--- src/rtl/window_array.sv ---
// Runtime-programmable N-window hit detector: shadow config applied at frame start, 2-stage compare/encode pipeline.
// Optional WINDOW_BORDER_EN adds the border output (1 on the outermost pixel ring of the winning window).
module window_array #(
    parameter int N_WINDOWS     = 4,
    parameter int COORD_W       = 16,
    parameter int SCREEN_WIDTH  = 800,
    parameter int SCREEN_HEIGHT = 600,
    localparam int IDX_W        = (N_WINDOWS > 1) ? $clog2(N_WINDOWS) : 1
) (
    input  logic               clk,
    input  logic               rst,
    input  logic               pix_valid,
    input  logic [COORD_W-1:0] x,
    input  logic [COORD_W-1:0] y,
    input  logic               cfg_we,
    input  logic [IDX_W-1:0]   cfg_win,
    input  logic [2:0]         cfg_field,
    input  logic [COORD_W-1:0] cfg_data,
    output logic               out_valid,
    output logic [N_WINDOWS-1:0] hit_mask,
    output logic               hit,
    output logic [IDX_W-1:0]   hit_idx,
    output logic [COORD_W-1:0] local_x,
    output logic [COORD_W-1:0] local_y
`ifdef WINDOW_BORDER_EN
    ,
    output logic               border
`endif
);

    localparam logic [COORD_W-1:0] SCR_W = COORD_W'(SCREEN_WIDTH);
    localparam logic [COORD_W-1:0] SCR_H = COORD_W'(SCREEN_HEIGHT);

    logic [N_WINDOWS-1:0][COORD_W-1:0] xs_sh_q, xs_sh_d, xe_sh_q, xe_sh_d;
    logic [N_WINDOWS-1:0][COORD_W-1:0] ys_sh_q, ys_sh_d, ye_sh_q, ye_sh_d;
    logic [N_WINDOWS-1:0]              en_sh_q, en_sh_d;

    logic [N_WINDOWS-1:0][COORD_W-1:0] xs_ac_q, xs_ac_d, xe_ac_q, xe_ac_d;
    logic [N_WINDOWS-1:0][COORD_W-1:0] ys_ac_q, ys_ac_d, ye_ac_q, ye_ac_d;
    logic [N_WINDOWS-1:0]              en_ac_q, en_ac_d;

    logic                 s1_valid_q, s1_valid_d;
    logic [N_WINDOWS-1:0] s1_mask_q, s1_mask_d;
    logic [COORD_W-1:0]   s1_x_q, s1_x_d, s1_y_q, s1_y_d;

    logic                 out_valid_q, out_valid_d;
    logic [N_WINDOWS-1:0] hit_mask_q, hit_mask_d;
    logic                 hit_q, hit_d;
    logic [IDX_W-1:0]     hit_idx_q, hit_idx_d;
    logic [COORD_W-1:0]   local_x_q, local_x_d, local_y_q, local_y_d;
    logic                 border_q, border_d;

    logic             frame_start;
    logic             hit_c;
    logic [IDX_W-1:0] idx_c;

    assign frame_start = pix_valid && (x == '0) && (y == '0);

    always_comb begin
        xs_sh_d = xs_sh_q;
        xe_sh_d = xe_sh_q;
        ys_sh_d = ys_sh_q;
        ye_sh_d = ye_sh_q;
        en_sh_d = en_sh_q;
        if (cfg_we && (int'(cfg_win) < N_WINDOWS)) begin
            case (cfg_field)
                3'd0:    xs_sh_d[cfg_win] = cfg_data;
                3'd1:    xe_sh_d[cfg_win] = cfg_data;
                3'd2:    ys_sh_d[cfg_win] = cfg_data;
                3'd3:    ye_sh_d[cfg_win] = cfg_data;
                3'd4:    en_sh_d[cfg_win] = cfg_data[0];
                default: ;
            endcase
        end
    end

    // The _d view of the active set is what the frame-start pixel itself compares against.
    always_comb begin
        xs_ac_d = frame_start ? xs_sh_q : xs_ac_q;
        xe_ac_d = frame_start ? xe_sh_q : xe_ac_q;
        ys_ac_d = frame_start ? ys_sh_q : ys_ac_q;
        ye_ac_d = frame_start ? ye_sh_q : ye_ac_q;
        en_ac_d = frame_start ? en_sh_q : en_ac_q;
    end

    always_comb begin
        s1_mask_d = '0;
        for (int i = 0; i < N_WINDOWS; i++) begin
            s1_mask_d[i] = pix_valid && en_ac_d[i]
                        && (x >= xs_ac_d[i]) && (x < xe_ac_d[i])
                        && (y >= ys_ac_d[i]) && (y < ye_ac_d[i]);
        end
        s1_valid_d = pix_valid;
        s1_x_d     = pix_valid ? x : '0;
        s1_y_d     = pix_valid ? y : '0;
    end

    // Active regs only change on a frame-start pixel, so stage 2 sees the same set stage 1 compared with.
    always_comb begin
        idx_c = '0;
        for (int i = N_WINDOWS - 1; i >= 0; i--) begin
            if (s1_mask_q[i]) idx_c = IDX_W'(i);
        end
        hit_c       = |s1_mask_q;
        out_valid_d = s1_valid_q;
        hit_mask_d  = s1_mask_q;
        hit_d       = hit_c;
        hit_idx_d   = idx_c;
        local_x_d   = hit_c ? (s1_x_q - xs_ac_q[idx_c]) : '0;
        local_y_d   = hit_c ? (s1_y_q - ys_ac_q[idx_c]) : '0;
        border_d    = hit_c && ((local_x_d == '0) || (local_y_d == '0)
                    || (s1_x_q == (xe_ac_q[idx_c] - COORD_W'(1)))
                    || (s1_y_q == (ye_ac_q[idx_c] - COORD_W'(1))));
    end

    always_ff @(posedge clk) begin
        if (rst) begin
            xs_sh_q     <= '0;
            xe_sh_q     <= '0;
            ys_sh_q     <= '0;
            ye_sh_q     <= '0;
            en_sh_q     <= '0;
            xs_ac_q     <= '0;
            xe_ac_q     <= '0;
            ys_ac_q     <= '0;
            ye_ac_q     <= '0;
            en_ac_q     <= '0;
            s1_valid_q  <= 1'b0;
            s1_mask_q   <= '0;
            s1_x_q      <= '0;
            s1_y_q      <= '0;
            out_valid_q <= 1'b0;
            hit_mask_q  <= '0;
            hit_q       <= 1'b0;
            hit_idx_q   <= '0;
            local_x_q   <= '0;
            local_y_q   <= '0;
            border_q    <= 1'b0;
        end else begin
            assert (!pix_valid || ((x < SCR_W) && (y < SCR_H)));
            xs_sh_q     <= xs_sh_d;
            xe_sh_q     <= xe_sh_d;
            ys_sh_q     <= ys_sh_d;
            ye_sh_q     <= ye_sh_d;
            en_sh_q     <= en_sh_d;
            xs_ac_q     <= xs_ac_d;
            xe_ac_q     <= xe_ac_d;
            ys_ac_q     <= ys_ac_d;
            ye_ac_q     <= ye_ac_d;
            en_ac_q     <= en_ac_d;
            s1_valid_q  <= s1_valid_d;
            s1_mask_q   <= s1_mask_d;
            s1_x_q      <= s1_x_d;
            s1_y_q      <= s1_y_d;
            out_valid_q <= out_valid_d;
            hit_mask_q  <= hit_mask_d;
            hit_q       <= hit_d;
            hit_idx_q   <= hit_idx_d;
            local_x_q   <= local_x_d;
            local_y_q   <= local_y_d;
            border_q    <= border_d;
        end
    end

    assign out_valid = out_valid_q;
    assign hit_mask  = hit_mask_q;
    assign hit       = hit_q;
    assign hit_idx   = hit_idx_q;
    assign local_x   = local_x_q;
    assign local_y   = local_y_q;

`ifdef WINDOW_BORDER_EN
    assign border = border_q;
`else
    logic unused_border;
    assign unused_border = border_q;
`endif

endmodule

--- config.mk ---
export PLATFORM = sky130hd
export DESIGN_NAME = window_array
export DESIGN_NICKNAME = d
export VERILOG_FILES = /design/src/rtl/window_array.sv
export SDC_FILE = /design/constraint.sdc
export NUM_CORES = 1
export LEC_CHECK = 0
export BUFFER_PORTS_ARGS = -buffer_cell sky130_fd_sc_hd__buf_2
export CORE_MARGIN = 5
export CORE_UTILIZATION = 45
export DETAILED_ROUTE_END_ITERATION = 16
export PLACE_DENSITY = 0.58
export RECOVER_POWER = 100
export SLEW_MARGIN = 0
export SYNTH_ARGS = -nofsm -noshare
export SYNTH_HDL_FRONTEND = slang
export SYNTH_SLANG_ARGS = --single-unit
--- constraint.sdc ---
create_clock -name clk -period 3.95 [get_ports clk]
set_clock_uncertainty 0.05 [all_clocks]
set_input_delay 0.1975 -clock clk [delete_from_list [all_inputs] [get_ports clk]]
set_output_delay 0.1975 -clock clk [all_outputs]
set_load 0.01 [all_outputs]
# After elaboration in Yosys (flattened, before gate mapping)
# Cells that the tools add are included.
# W data, S select, Z words.
[totals]
ff_bits = 597
in_bits = 57
output_inout_bits = 40
wordCells = 127
[classes]
addsub = 2
magnitude_cmp = 19
eq_ne = 4
mux = 22
bitwise_logic = 2
n_reduce_logical = 34
[op_table]
columns = ["operator", "n"]
rows = [
  ["$bwmux W64", 4],
  ["$mux W64", 4],
  ["$ge A16 B16 Y1", 8],
  ["$lt A16 B16 Y1", 8],
  ["$bmux W16 S2", 2],
  ["$mux W16", 3],
  ["$demux W16 S2", 1],
  ["$logic_not A16 Y1", 2],
  ["$sub A16 B16 Y16", 2],
  ["$logic_and A1 B1 Y1", 23],
  ["$reduce_and A2 Y1", 5],
  ["$mux W2", 4],
  ["$eq A3 B2 Y1 const B", 2],
  ["$lt A2 B3 Y1 const B", 2],
  ["$bwmux W4", 1],
  ["$mux W4", 1],
  ["$reduce_or A2 Y1", 2],
  ["$reduce_or A4 Y1", 1],
  ["$eq A3 B1 Y1 const B", 1],
  ["$eq A3 B3 Y1 const B", 1],
  ["$logic_not A3 Y1", 1],
  ["$demux W1 S2", 1],
  ["$ge A2 B1 Y1 const B", 1],
  ["$not A1 Y1", 2],
  ["$mux W1", 1],
]

# Depth between registers and ports, before layout
[depth]
word_depth = 9
depth_mapped = 15
depth_no_buf = 14

# Worst setup path before layout
# Ideal clock, no wire load.
[synth_timing]
path_type = "register -> register"
from = "register s1_mask_q[0] (netlist: hit_mask_d[0])"
to = "register local_y_q[14] (netlist: local_y[14])"
setup_ps = 128
arrival_time_ps = 3341
required_time_ps = 3772
slack_ps = 432
path_stages_with_launch = 14
n_path_buf = 1
period_less_slack_ps = 3518
path_cell_list = "dfxtp_1 -> nor3_1 -> buf_2 -> mux4_2 -> ha_1 -> inv_1 -> fa_1 -> a211o_1 -> a2111oi_2 -> o31ai_1 -> o41ai_2 -> o21ai_1 -> xnor2_1 -> nor2_1"
[synth_between]
elab_chain_len = 4
elab_cells_between_ends = 7
classes_between = "1 x add/sub; 3 x mux; 1 x bitwise; 2 x reduce/logical"
[synth_rtl]
columns = ["element", "line", "text"]
rows = [
  ["from (decl)", "43", "logic [N_WINDOWS-1:0] s1_mask_q, s1_mask_d;"],
  ["from (signal assigned)", "152", "s1_mask_q <= s1_mask_d;"],
  ["$mux W2", "102", "if (s1_mask_q[i]) idx_c = IDX_W'(i);"],
  ["$bmux W16 S2", "110", "local_y_d = hit_c ? (s1_y_q - ys_ac_q[idx_c]) : '0;"],
  ["$mux W16 (implied by the code)", "110", ""],
  ["$sub A16 B16 Y16", "110", ""],
  ["to (signal assigned)", "160", "local_y_q <= local_y_d;"],
  ["to (decl)", "50", "logic [COORD_W-1:0] local_x_q, local_x_d, local_y_q, local_y_d;"],
]
# Several ways; a longest one is shown, not always the timed one. The select of a mux whose other input is x is not followed.
# A chain may end at the register's enable or synchronous reset.

# Final worst setup path
[layout_timing]
from = "input x[5]"
to = "register s1_mask_q[2] (netlist: hit_mask_d[2])"
[layout_between]
elab_chain_len = 9
elab_cells_between_ends = 17
classes_between = "4 x order compare; 5 x mux; 8 x reduce/logical"
[layout_rtl]
columns = ["element", "line", "text"]
rows = [
  ["from (decl)", "13", "input logic [COORD_W-1:0] x,"],
  ["$logic_not A16 Y1", "57", "assign frame_start = pix_valid && (x == '0) && (y == '0);"],
  ["$logic_and A1 B1 Y1 (2 in a row)", "57", ""],
  ["$mux W64 / $mux W4 (equally long branches)", "79, 83", ""],
  ["$ge A16 B16 Y1 / $logic_and A1 B1 Y1 (equally long branches)", "90, 89", ""],
  ["$logic_and A1 B1 Y1 (2 in a row)", "90", "&& (x >= xs_ac_d[i]) && (x < xe_ac_d[i])"],
  ["$logic_and A1 B1 Y1", "91", "&& (y >= ys_ac_d[i]) && (y < ye_ac_d[i]);"],
  ["$logic_and A1 B1 Y1 *", "91", ""],
]
# Every way passes the cells marked *; elsewhere a longest branch is shown, timed or not.

==> flow_metrics.tcl <==
set metrics [dict create \
    start_util_pct 45.62 \
    antenna_left 0 \
    grt_pass1_wl_um 134600 \
    p_leak_nw 12.10 \
    cp_common_cell "buf_4" \
    crit_fanout 12 \
    clock.fmax_ghz 0.2711 \
    reg2reg_slack_ns 0.26 \
    cts_tree "yes" \
    areaGrowthSynthToFinish_pct 18.33 \
    fin_tns_setup_ns 0 \
    ys_types 57 \
    ys_seq_area_share_pct 43.24 \
    rsz0062_at_grt "false" \
    dr.pass1.iters 5 \
    slew_headroom_pct -88.15 \
    ys_async_sr_fraction_pct 0 \
    cp-start-kind "primary input" \
    end_kind "flop" \
    crit_end "hit_mask_d[2]$_SDFF_PP0_" \
    tightest_slew_ns 2.822 \
    synth_top_cell_area_share_pct 43.24 \
    finalCriticalPeriod_ns 3.689 \
    rows 90 \
    syn-num-nets 3368 \
    r2r-start "hit_mask_d[3]$_SDFF_PP0_" \
    synth-main-ff-cell "dfxtp_1" \
    syn_inst 3031 \
    cts-htree-levels 3 \
    crit_start "x[5]" \
    final_cells 4120 \
    clockBufferDepth 3 \
    cts_buffers 68 \
    hp-class "primary input to flop" \
    route.detailed.drc 0 \
    hold_viol_final 0 \
    holdWs_ns 0.05001 \
    clock_latency_ns 0.60 \
    grt_usage_pct 25.78 \
    core_area_sq_um 60580 \
    wl_per_cell_um 21.31 \
    crit_slowest_cell "clkbuf_1" \
    rr_worst_depth 13 \
    yosysTopAreaCell "dfxtp_1" \
    syn_area_per_cell_sq_um 9.119 \
    violations "max-capacitance violations, max-slew violations" \
    cp_data_required_time_ns 4.38 \
    drt-initial-drc-count 1677 \
    status "finished, violations left" \
    drt_wl_total_um 87810 \
    synth_area_leaders "dfxtp_1 (43%), ha_1 (13%), mux2i_1 (9.2%)" \
    nFillCells 5558 \
    grt_pass1_vias 23100 \
    viasPerCell 5.557 \
    vdd_ir_drop_max_mv 0.2857 \
    clk_pin_slew_ns 0.06 \
    io_pins 97 \
    die_area_sq_um 66480 \
    drv_cap 3 \
    grt_max_degree 232 \
    gp_congestion 0.9104 \
    worstSetupPathType "primary input to flop" \
    port_buffers 96 \
    drive_above_1_share_pct 13.64 \
    vias 22890 \
    period_share_pct 93.40 \
    dp_worst_setup_slack_ns -0.2109 \
    dp.cells 4001 \
    hpwl_um 61370 \
    antenna_found_initial 4 \
    slew_viol_final 387 \
    rr_endpoint "local_x[15]$_SDFF_PP0_" \
    yosysMostFrequentCell "dfxtp_1" \
    cp.arrival_ns 4.12 \
    overflow 0 \
    clock-sinks 597 \
    fin_util_pct 53.99 \
    ys_seq_elements 597 \
    die_w_um 257.8 \
    syn_area_sq_um 27640 \
    crit_chain "buf_2 > nor4_1 > buf_4 > nand4_1 > nor3_1 > clkbuf_1 > buf_4 > buf_4 > mux2i_1 > ha_1 > o21a_1 > a21oi_1 > o21ai_0 > a221oi_1 > buf_4 > nor4_2" \
    slowest_delay_ns 0.64 \
    synth_edf_count 0 \
    die_y_um 257.8 \
    synthTopCellsByCount "dfxtp_1 (597), nand2_1 (553), nor2_1 (331)" \
    yosys_warnings 0 \
    cts-root-buf "clkbuf_16" \
    pwr_density_cell_nw_per_um2 413.8 \
    final-setup-viol-count 0 \
    nNetsFinal 3627 \
    fin_ws_ns 0.2607 \
]
-- per-layer routing --
metal	wire length [um]	global-route usage, %	up-vias
li1	-	-	11000
met1	39560	35.14	11060
met2	40030	42.10	673
met3	5316	4.347	156
met4	2881	8.113	4
met5	18	0	-
-- power by group --
part	internal (mW)	leakage [nW]	switching, mW
Sequential	6.06	4.81	0.0149
Combinational	0.323	6.16	0.618
Clock	4.02	1.12	2.50
Total	10.4	12.1	3.13
-- worst min path at each step --
stage	from	to	cells after the start
2_1_floorplan	x[10]	s1_x_q[10]$_SDFF_PP0_	1
3_5_place_dp	xe_sh_q[16]$_SDFFE_PP0P_	xe_sh_q[16]$_SDFFE_PP0P_	2
4_1_cts	x[2]	s1_x_q[2]$_SDFF_PP0_	3
3_3_place_gp	out_valid_d$_SDFF_PP0_	out_valid$_SDFF_PP0_	1
5_1_grt	x[2]	s1_x_q[2]$_SDFF_PP0_	3
6_report	x[2]	s1_x_q[2]$_SDFF_PP0_	3
-- through the flow --
| step | power [mW] | area (sq um) |
|---|---|---|
| floorplan | 6.713 | 27640 |
| global placement | 7.109 | 30500 |
| detailed placement | 7.135 | 30500 |
| CTS | 13.65 | 32810 |
| global route | 13.97 | 32700 |
| finish | 13.53 | 32710 |
-- logic make-up (layout without fill, tap and decap cells) --
family                     after synthesis  after routing  synth area share [%]
and+or+nand+nor                       1098           1098                 16.71
muxes                                  294            294                 12.14
buffers and inverters                  211            517                 3.291
DFF                                    597            597                 43.24
other                                    0              1                     0
AOI/OAI and AO/OA                      529            529                 11.20
xor gates and xnor gates                22             22                0.6971
adders and majority gates              280            280                 12.73
-- placed cells by master, fill, tap and decap left out, types with 34 or more instances in the layout --
master / Yosys / layout
a21o_1: 70 / 70
a21oi_1: 330 / 330
buf_2: 13 / 54
buf_4: 25 / 236
clkbuf_1: 120 / 66
clkbuf_16: 0 / 73
dfxtp_1: 597 / 597
ha_1: 278 / 278
inv_1: 44 / 44
mux2i_1: 253 / 253
nand2_1: 553 / 553
nand4_1: 34 / 34
nor2_1: 331 / 329
o21ai_0: 35 / 37
-- flip-flops by register name, indices dropped and copies added, names as in the netlist --
register / count
en_ac_q: 4
en_sh_q: 4
hit: 1
hit_idx: 2
hit_mask: 4
hit_mask_d: 4
local_x: 16
local_y: 16
out_valid: 1
out_valid_d: 1
s1_x_q: 16
s1_y_q: 16
xe_ac_q: 64
xe_sh_q: 64
xs_ac_q: 64
xs_sh_q: 64
ye_ac_q: 64
ye_sh_q: 64
ys_ac_q: 64
ys_sh_q: 64
-- area by class of cell --
cell class                 count  area (sq um)  share of cell area (%)
tap                          782         978.4                   2.992
sequential                   597         11950                   36.54
antenna                        1         2.502                0.007651
inverter                      44         165.2                  0.5050
clock inverter                15         255.2                  0.7804
clock buffer                 102          2046                   6.255
timing repair buffer         356          2504                   7.655
multi-input combinational   2223         14800                   45.26
-- worst max-delay path: cells and delay by family --
kind	cells	cell delay (ns)
AOI/OAI and AO/OA	4	0.78
adders and majority gates	1	0.29
buffers and inverters	6	1.72
muxes	1	0.31
and+or+nand+nor	4	0.81
-- repair_timing --
item,4_1_cts,5_1_grt
setup endpoints to repair,0,0
hold buffers,1,0
resized for setup,0,0
setup buffers,0,0
hold endpoints to repair,51,0
No activity file was read; power rests on OpenSTA's default activity.
